===== config.mk =====
export PLATFORM = sky130hd
export DESIGN_NAME = cpu_trace_buffer
export DESIGN_NICKNAME = d
export VERILOG_FILES = /design/src/rtl/cpu_trace_buffer.sv
export SDC_FILE = /design/constraint.sdc
export NUM_CORES = 1
export LEC_CHECK = 0
export BUFFER_PORTS_ARGS = -buffer_cell sky130_fd_sc_hd__buf_2
export CORE_MARGIN = 10
export CORE_UTILIZATION = 46
export DETAILED_ROUTE_END_ITERATION = 7
export PLACE_DENSITY = 0.7
export RECOVER_POWER = 50
export REMOVE_ABC_BUFFERS = 1
export SKIP_CTS_REPAIR_TIMING = 1
export SYNTH_ARGS = -nofsm -noshare
export SYNTH_HDL_FRONTEND = slang
export SYNTH_SLANG_ARGS = --single-unit

===== constraint.sdc =====
create_clock -name clk -period 5.2 [get_ports clk]
set_input_delay 1.56 -clock clk [delete_from_list [all_inputs] [get_ports clk]]
set_output_delay 1.56 -clock clk [all_outputs]
set_load 0.05 [all_outputs]

===== src/rtl/cpu_trace_buffer.sv =====
// Circular trace capture of CU/datapath activity with programmable trigger and post-trigger window.
// Optional build macro CPU_TRACE_TS_EN prepends a free-running cycle timestamp to every entry.
module cpu_trace_buffer #(
    parameter int PC_W   = 8,
    parameter int OP_W   = 3,
    parameter int RA_W   = 2,
    parameter int DATA_W = 8,
    parameter int DEPTH  = 32,
    parameter int TS_W   = 16,
`ifdef CPU_TRACE_TS_EN
    localparam int TS_EN = 1,
`else
    localparam int TS_EN = 0,
`endif
    localparam int AW      = $clog2(DEPTH),
    localparam int CW      = AW + 1,
    localparam int ENTRY_W = TS_EN * TS_W + PC_W + OP_W + RA_W + DATA_W + 3
) (
    input  logic               clk,
    input  logic               reset,
    input  logic               sample_valid,
    input  logic [PC_W-1:0]    pc,
    input  logic [OP_W-1:0]    opcode,
    input  logic               we,
    input  logic [RA_W-1:0]    wa,
    input  logic [DATA_W-1:0]  wdata,
    input  logic               z,
    input  logic               c,
    input  logic               arm,
    input  logic               abort,
    input  logic [1:0]         trig_mode,
    input  logic [OP_W-1:0]    trig_opcode,
    input  logic [RA_W-1:0]    trig_wa,
    input  logic [CW-1:0]      post_len,
    input  logic               rd_en,
    input  logic [AW-1:0]      rd_idx,
    output logic [ENTRY_W-1:0] rd_data,
    output logic               rd_valid,
    output logic               rd_err,
    output logic [1:0]         state,
    output logic [CW-1:0]      count,
    output logic [AW-1:0]      trig_pos,
    output logic               done
);

    typedef enum logic [1:0] {
        IDLE  = 2'd0,
        ARMED = 2'd1,
        POST  = 2'd2,
        DONE  = 2'd3
    } state_t;

    localparam logic [CW-1:0] FULL = CW'(DEPTH);

    state_t             state_q, state_d;
    logic [AW-1:0]      wr_ptr;
    logic [AW-1:0]      trig_ptr;
    logic [CW-1:0]      post_cnt;
    logic [ENTRY_W-1:0] entry;
    logic [ENTRY_W-1:0] mem [DEPTH];

    logic               wr, restart, load_trig, dec, trig_hit;
    logic [AW-1:0]      oldest, phys;
    logic               rd_ok;

`ifdef CPU_TRACE_TS_EN
    logic [TS_W-1:0] ts;

    always_ff @(posedge clk or negedge reset) begin
        if (!reset) ts <= '0;
        else        ts <= ts + TS_W'(1);
    end

    assign entry = {ts, pc, opcode, we, wa, wdata, z, c};
`else
    assign entry = {pc, opcode, we, wa, wdata, z, c};
`endif

    always_comb begin
        trig_hit = 1'b0;
        case (trig_mode)
            2'd0:    trig_hit = 1'b1;
            2'd1:    trig_hit = (opcode == trig_opcode);
            2'd2:    trig_hit = we && (wa == trig_wa);
            default: trig_hit = 1'b0;
        endcase
    end

    // abort beats arm; arm in any state restarts capture without storing that cycle's sample
    always_comb begin
        state_d   = state_q;
        wr        = 1'b0;
        restart   = 1'b0;
        load_trig = 1'b0;
        dec       = 1'b0;
        if (abort) begin
            state_d = IDLE;
        end else if (arm) begin
            state_d = ARMED;
            restart = 1'b1;
        end else begin
            case (state_q)
                ARMED: if (sample_valid) begin
                    wr = 1'b1;
                    if (trig_hit) begin
                        load_trig = 1'b1;
                        state_d   = (post_len == '0) ? DONE : POST;
                    end
                end
                POST: if (sample_valid) begin
                    wr  = 1'b1;
                    dec = 1'b1;
                    if (post_cnt == CW'(1)) state_d = DONE;
                end
                default: ;
            endcase
        end
    end

    always_ff @(posedge clk or negedge reset) begin
        if (!reset) state_q <= IDLE;
        else        state_q <= state_d;
    end

    always_ff @(posedge clk) begin
        if (wr) mem[wr_ptr] <= entry;
    end

    // Once the ring has wrapped, the slot about to be overwritten is the oldest entry
    assign oldest = (count == FULL) ? wr_ptr : '0;
    assign phys   = oldest + rd_idx;
    assign rd_ok  = ((state_q == IDLE) || (state_q == DONE)) && ({1'b0, rd_idx} < count);

    always_ff @(posedge clk or negedge reset) begin
        if (!reset) begin
            wr_ptr   <= '0;
            count    <= '0;
            trig_ptr <= '0;
            post_cnt <= '0;
            rd_data  <= '0;
            rd_valid <= 1'b0;
            rd_err   <= 1'b0;
        end else begin
            if (restart) begin
                wr_ptr <= '0;
                count  <= '0;
            end else if (wr) begin
                wr_ptr <= wr_ptr + AW'(1);
                if (count != FULL) count <= count + CW'(1);
            end

            if (load_trig) begin
                trig_ptr <= wr_ptr;
                post_cnt <= post_len;
            end else if (dec) begin
                post_cnt <= post_cnt - CW'(1);
            end

            rd_valid <= 1'b0;
            rd_err   <= 1'b0;
            if (rd_en) begin
                if (rd_ok) begin
                    rd_data  <= mem[phys];
                    rd_valid <= 1'b1;
                end else begin
                    rd_err <= 1'b1;
                end
            end
        end
    end

    assign trig_pos = trig_ptr - oldest;
    assign state    = state_q;
    assign done     = (state_q == DONE);

endmodule


# Word-level counts from Yosys, hierarchy flattened
# Memories as Yosys holds them, arrays and structs flattened. A register that Yosys moved wholly into a read port is not among the register bits.
# Index checks and enable logic that the tools add are counted.
# word_totals
ff_bits	26
ram_bits	768
input_bits	48
output_inout_bits	40
wordCells	80
memories	1
# mem_list
memory	words	word_bits	read_ports	rd_clocked_by_memory_dff	write_ports	line_no	rtl
mem	32	24	1	1	1	60	logic [ENTRY_W-1:0] mem [DEPTH];
# classes
n_addsub	5
n_lt_le_gt_ge	1
eq_ne	14
mux	37
reduce_logical	15
# ops
cell	count
6-bit two-way mux	5
1-bit two-way mux	21
4-bit inequality test (second input constant)	4
5-bit two-way mux	3
2-bit two-way mux	6
6-bit by 1-bit adder with 6-bit output (second input constant)	1
2-bit == test (second input constant)	3
6-bit by 1-bit == test with 1-bit output (second input constant)	1
6-bit == test (second input constant)	1
6-bit zero test	1
5-bit by 6-bit less-than comparator with 1-bit output	1
6-bit inequality test (second input constant)	1
2-bit nonzero test	3
6-bit by 1-bit subtractor with 6-bit output (second input constant)	1
5-bit by 1-bit adder with 5-bit output (second input constant)	1
5-bit adder	1
5-bit AND reduction	1
5-bit subtractor	1
2-bit by 1-bit == test with 1-bit output (second input constant)	2
2-bit zero test	2
2-bit one-hot mux with 2 select lines	1
2-bit AND reduction	2
4-bit nonzero test	1
3-bit == test	1
6 further kinds	7

# Logic depth before layout (Yosys ltp)
# Gate-level depths: netlist (run 1).
# logic_depth
depth_word	9
ltp_mapped	15
depth_no_buf	14

# Worst setup path after synthesis (run 1)
# Ideal clock, no wire load.
# synth_path
path_kind	register to output
from	reg count[1]
to	out trig_pos[4]
t_arrival_ps	3262
slack_ps	378
path_stages_with_launch	13
cell_sequence	dfrtp_1 -> inv_1 -> ha_1 -> nand2_1 -> nor4_4 -> and2_2 -> ha_1 -> inv_1 -> fa_1 -> a21o_1 -> a21oi_1 -> xor2_1 -> xnor2_1
# synth_between
elab_chain_cells	3
# synth_lines
item	line_no	rtl
from (decl)	41	output logic [CW-1:0] count,
from (signal assigned)	149	if (count != FULL) count <= count + CW'(1);
6-bit == test	130	assign oldest = (count == FULL) ? wr_ptr : '0;
5-bit two-way mux	130	
5-bit subtractor	172	assign trig_pos = trig_ptr - oldest;
to (decl)	42	output logic [AW-1:0] trig_pos,
# Every way passes these cells.

# Worst setup path in the final report (run 1)
# Same ends and word-level chain as after synthesis.

==> flow_summary_export.csv, run 1 <==
group,metric,value,unit
pwr,powerDensity,390,nW/um^2
cts,clock-sinks,818,
sta,setup_viol,0,
grt,grt_pass1_wl,111000,um
grt,track_usage,0.185,
floorplanning,die_x,286,um
route,routedWlPerCell,28.2,um
floorplanning,start_util,0.464,
synthesis,synth_compound_area_frac,0.00674,
cts,clock-root-buffer,"clkbuf_16",
worst_setup_path,ff2ff_setup_slack,780,ps
worst_setup_path,criticalPathCategory,"register to primary output",
route,dr_total_vias,15500,
sta,finalCriticalPeriod,5030,ps
hold_path,min_path_cells,2,
synthesis,synthMuxAreaShare,0.201,
place,dp.cells,2516,
floorplanning,die_h,286,um
route,drc_errors,0,
synthesis,ys_ff_latch,818,
floorplanning,num_rows,97,
synthesis,synth_cells,1487,
route,via_per_inst,5.79,
synthesis,synth_top_family_by_area,"multiplexers",
synthesis,syn_avg_cell_area,21.9,sq um
floorplanning,io_pins,88,
pwr,p_leak,12.7,nW
sta,hold_viol,0,
synthesis,synth_xor_area_frac,0.00643,
synthesis,yosysTopAreaCellShare,0.709,
sta,clock_skew,24.4,ps
sta,maxSlewHeadroom,-0.369,
synthesis,synth-simple-area-share,0.0153,
sta,fmax,199,MHz
outcome,outcome,"complete, but fails checks",
worst_setup_path,cp-start-kind,"register",
place,place_area,34900,sq um
layout,mostFrequentLayoutCells,"edfxtp_1, mux4_2, mux2i_1, clkbuf_16, buf_2",
place,numPortBuffers,87,
synthesis,yosysWarnings,0,
layout,stdcell_area,37600,sq um
route,drt_first_pass_iters,5,
worst_setup_path,critical_path_arrival,3470,ps
floorplanning,core-area,70000,sq um
synthesis,yosysSeqAreaShare,0.748,
synthesis,synth.top_cells.by_area,"edfxtp_1, mux4_2, mux2i_1, dfrtp_1, mux2_4",
cts,cts_tree,"yes",
layout,area_growth,15.8,%
route,routed_wl,75500,um
place,dp_hpwl,41900,um
pwr,peakVddDrop,0.402,mV
worst_setup_path,cp-end-kind,"primary output",
sta,worst_pin_slew,2050,ps
synthesis,synth_cell_types,45,
grt,antenna_found_initial,3,
flow_run,maxCapViolCount,2,
sta,period_share,0.966,
route,drtIter0Drc,1603,
grt,grt_max_degree,68,
cts,cts_buffers,82,
route,drtAntennaViolNets,0,
outcome,violations,"max-capacitance violations, max-slew violations",
layout,final_net_count,1736,
cts,cts_buffer_depth,3,
synthesis,synthFlopType,"edfxtp_1",
place,place.gp.congestion,0.787,
cts,htree_levels,3,
grt,grt_pass1_vias,16000,
synthesis,yosysTopAreaCell,"edfxtp_1",
synthesis,synthAdderAreaFrac,0.0101,
synthesis,syn_area,32500,sq um
grt,gr-total-overflow,0,
layout,final_common_cell,"edfxtp_1",
sta,drv_slew,53,
worst_setup_path,critPathMaxFanout,4,
cts,clkTransAtPathRegs,60,ps
worst_setup_path,worstPathRequired,3640,ps
layout,layoutNonFillerInstCount,2673,
synthesis,async_flop_share,0.0611,
layout,drive_gt1_frac,0.312,
worst_setup_path,rr_worst_depth,15,
hold_path,hold_class,"register to register",
cts,clk_latency,630,ps
synthesis,synth_edf_count,768,
sta,whs,491,ps
floorplanning,die-area,81700,sq um
-- synthesized netlist by cell type (3+ instances only) --
cell / number
nand2_1: 26
edfxtp_1: 768
a21o_1: 7
mux2_2: 13
o21ai_0: 7
nor2_1: 54
dfrtp_1: 50
mux2i_1: 145
buf_2: 23
mux4_2: 192
buf_4: 6
nor3_1: 3
nand2b_1: 3
a21oi_1: 10
nand3_1: 5
xnor2_1: 11
clkbuf_1: 35
inv_1: 21
mux2_4: 40
ha_1: 23
xor2_1: 10
buf_6: 4
-- through the flow --
step	setup slack (ps)	utilization	power, W	setup TNS, ps
floorplan	-5280	-	0.00847	-126720
global placement	535	0.499	0.00881	0
detailed placement	495	0.499	0.00883	0
CTS	2.73	0.538	0.0148	0
global route	-1.57	0.538	0.0151	-1.57
finish	175	0.538	0.0147	0
-- cell families after synthesis --
group           count (synthesis)
buf+inv                        89
mux                           390
flops                         818
compound gates                 34
fa+ha+maj                      25
xor+xnor                       22
simple gates                  109
-- per-layer routing --
| layer | GRT usage | up-vias | wire length [um] |
|---|---|---|---|
| li1 | - | 6500 | - |
| met4 | 0.0465 | 0 | 1640 |
| met1 | 0.255 | 8236 | 31600 |
| met5 | 0 | - | 0 |
| met3 | 0.0426 | 111 | 6120 |
| met2 | 0.295 | 630 | 36100 |
-- report_power, final --
part	internal, W	switching, W
clock network	0.00352	0.00249
registers	0.00731	0.000131
logic	0.000463	0.000772
-- registers in the layout (all words and copies together) (netlist names) --
| signal | flops |
|---|---|
| post_cnt | 6 |
| state | 2 |
| wr_ptr | 5 |
| mem | 768 |
| rd_err | 1 |
| count | 6 |
| trig_ptr | 5 |
| rd_data | 24 |
| rd_valid | 1 |
-- critical path, cell delays in order, from the launching register on --
cell and delay [ps]:
dfrtp_1 410, inv_1 120, ha_1 160, nand2_1 80, nor4_4 370, and2_4 210, ha_1 130, inv_1 60
fa_2 370, a21o_1 160, a21oi_1 160, xor2_1 190, xnor2_1 190, buf_4 250
-- final timing paths --
kind	startpoint	end
max	count[1]	trig_pos[4]
min in group asynchronous	reset	count[4]
max in group asynchronous	reset	rd_data[0]
min reg2reg	trig_ptr[0]	trig_ptr[0]
max reg2reg	count[1]	rd_data[9]
min	trig_ptr[0]	trig_ptr[0]
-- final cells by class --
type / instances / area (sq um)
repair buffers: 160 / 1260
clock buffers: 105 / 2280
diodes: 1 / 2.50
clock inverters: 48 / 472
fillers: 5317 / 32400
well taps: 940 / 1180
flip-flops and latches: 818 / 24300
inverters: 21 / 78.8
multi-input cells: 580 / 8060
Note: power is estimated with default switching activity, not from simulation.
==> run 2: changes to the inputs <==
--- a/config.mk
+++ b/config.mk
@@ -6,10 +6,12 @@
 export NUM_CORES = 1
 export LEC_CHECK = 0
 export BUFFER_PORTS_ARGS = -buffer_cell sky130_fd_sc_hd__buf_2
+export CELL_PAD_IN_SITES_DETAIL_PLACEMENT = 1
+export CELL_PAD_IN_SITES_GLOBAL_PLACEMENT = 2
 export CORE_MARGIN = 10
 export CORE_UTILIZATION = 46
 export DETAILED_ROUTE_END_ITERATION = 7
-export PLACE_DENSITY = 0.7
+export PLACE_DENSITY = 0.82
 export RECOVER_POWER = 50
 export REMOVE_ABC_BUFFERS = 1
 export SKIP_CTS_REPAIR_TIMING = 1
==> constraint.sdc (replaced) <==
create_clock -name clk -period 5.2 [get_ports clk]
set_input_delay 0.52 -clock clk [delete_from_list [all_inputs] [get_ports clk]]
set_output_delay 0.52 -clock clk [all_outputs]
set_load 0.05 [all_outputs]
==> flow_summary_export.csv, run 2 (synthesized netlist as in run 1, its figures left out) <==
group,metric,value,unit
place,place_area,34700,sq um
floorplanning,start_util,0.464,
floorplanning,num_rows,97,
layout,final_util,0.535,
route,dr_total_vias,15700,
cts,clk_latency,650,ps
route,routedWlPerCell,31.4,um
pwr,power_frac_seq,0.503,
grt,gr-total-overflow,0,
sta,setup_viol,0,
sta,finalCriticalPeriod,4490,ps
sta,worst_pin_slew,4100,ps
route,drtIter0Drc,1702,
cts,clock-root-buffer,"clkbuf_16",
cts,clock-sinks,818,
sta,drv_slew,85,
sta,period_share,0.864,
pwr,swShare,0.230,
floorplanning,die-area,81700,sq um
route,drt_first_pass_iters,5,
layout,nFillCells,6073,
grt,grt_pass1_vias,17100,
cts,clkTransAtPathRegs,60,ps
sta,maxSlewHeadroom,-1.73,
sta,hold_viol,0,
layout,final_net_count,1727,
grt,track_usage,0.206,
floorplanning,die_h,286,um
worst_setup_path,worstPathRequired,5710,ps
floorplanning,core-area,70000,sq um
worst_setup_path,critical_path_arrival,5010,ps
worst_setup_path,critPathMaxFanout,20,
route,drtAntennaViolNets,0,
cts,htree_levels,3,
worst_setup_path,criticalPathCategory,"register to register",
pwr,peakVddDrop,0.276,mV
grt,grt_pass1_wl,121000,um
place,numPortBuffers,87,
pwr,p_int,0.0113,W
grt,grt_max_degree,51,
pwr,pwr-share-comb,0.083,
layout,largest-register,"mem",
layout,drive_gt1_frac,0.300,
cts,cts_tree,"yes",
place,place.gp.congestion,0.723,
layout,multiInputGateArea,8070,sq um
layout,stdcell_area,37500,sq um
flow_run,maxCapViolCount,2,
route,drc_errors,0,
layout,area_growth,15.3,%
sta,rsz0062_at_grt,"false",
worst_setup_path,cp-start-kind,"register",
cts,cts_buffers,83,
place,dp_hpwl,47100,um
layout,ff_latch_area,24300,sq um
sta,whs,135,ps
floorplanning,die_x,286,um
sta,tns,0,ps
outcome,violations,"max-capacitance violations, max-slew violations",
layout,reg_top3,"mem: 768 flops, rd_data: 24 flops",
floorplanning,io_pins,88,
worst_setup_path,cp-end-kind,"register",
outcome,outcome,"complete, but fails checks",
pwr,clkPwrFrac,0.414,
pwr,p_leak,12.6,nW
route,routed_wl,83600,um
pwr,powerDensity,393,nW/um^2
layout,final_common_cell,"edfxtp_1",
sta,fmax,222,MHz
layout,mostFrequentLayoutCells,"edfxtp_1, mux4_2, mux2i_1, clkbuf_16, clkbuf_1",
grt,antenna_found_initial,5,
layout,largest_register_ffs,768,
sta,clock_skew,23.6,ps
cts,cts_buffer_depth,3,
hold_path,hold_class,"primary input to register",
pwr,switching_power,0.00338,W
route,via_per_inst,5.88,
-- run 2: cell count changes in the layout (fill, tap and decap cells not counted), moves of 2 or more --
cell	change
nor2_4	+2
buf_2	-11
clkbuf_8	+4
buf_4	+3
inv_6	+2
buf_12	-10
clkinv_2	-7
clkinv_1	-6
clkbuf_1	+20
nor2_1	-2
-- run 2: worst paths after layout --
path / startpoint / to / slack, ps / depth (start not counted)
min in group asynchronous: reset / count[2] / 1310 / 1
worst min register to register: rd_data[14] / rd_data[14] / 510 / 1
worst max-delay path: count[0] / rd_data[1] / 710 / 15
worst min-delay path: post_len[3] / post_cnt[3] / 140 / 2
worst max register to register: count[0] / rd_data[1] / 710 / 15
max in group asynchronous: reset / rd_data[0] / 1570 / 1
-- run 2: power groups by stage --
stage / Clock (W) / Sequential [W] / Combinational, W
2_1_floorplan: 0 / 0.00781 / 0.000666
3_3_place_gp: 0 / 0.00754 / 0.00122
3_5_place_dp: 0 / 0.00755 / 0.00125
4_1_cts: 0.00620 / 0.00741 / 0.00126
5_1_grt: 0.00646 / 0.00743 / 0.00130
6_report: 0.00610 / 0.00742 / 0.00122
-- run 2: final cells by class --
class,count,area share
multi-input combinational,580,0.215
sequential,818,0.649
antenna,1,0.0000668
timing repair buffer,150,0.0281
clock inverter,34,0.0106
tap,940,0.0314
clock buffer,121,0.0636
inverter,21,0.00210
-- run 2: stage by stage --
stage / setup slack (ps) / total power (W) / instances
global placement: 889 / 0.00876 / 2509
CTS: 700 / 0.0149 / 2664
finish: 705 / 0.0147 / 2665
global route: 545 / 0.0152 / 2664
detailed placement: 722 / 0.00880 / 2509
floorplan: -5070 / 0.00847 / 1419
-- run 2: layer usage --
metal  GRT usage  up-vias  wire length, um  share of wire
met2       0.353      626            43000           0.51
met5           0        -               38        0.00045
met1       0.261     8439            32100           0.38
met3      0.0381      143             6130          0.073
met4      0.0683        6             2300          0.028
li1            -     6452                -              -
-- run 2: worst max-delay path, cell delays in order, from the launching register on --
cell and delay [ps]:
dfrtp_1 450, inv_1 100, ha_1 140, nand2_1 80, nor4_4 290, and2_2 250
ha_4 130, inv_1 50, fa_4 1070, buf_12 240, buf_4 240, mux4_2 330
mux2i_1 300, mux2i_1 120, mux2_4 290, mux2_4 260
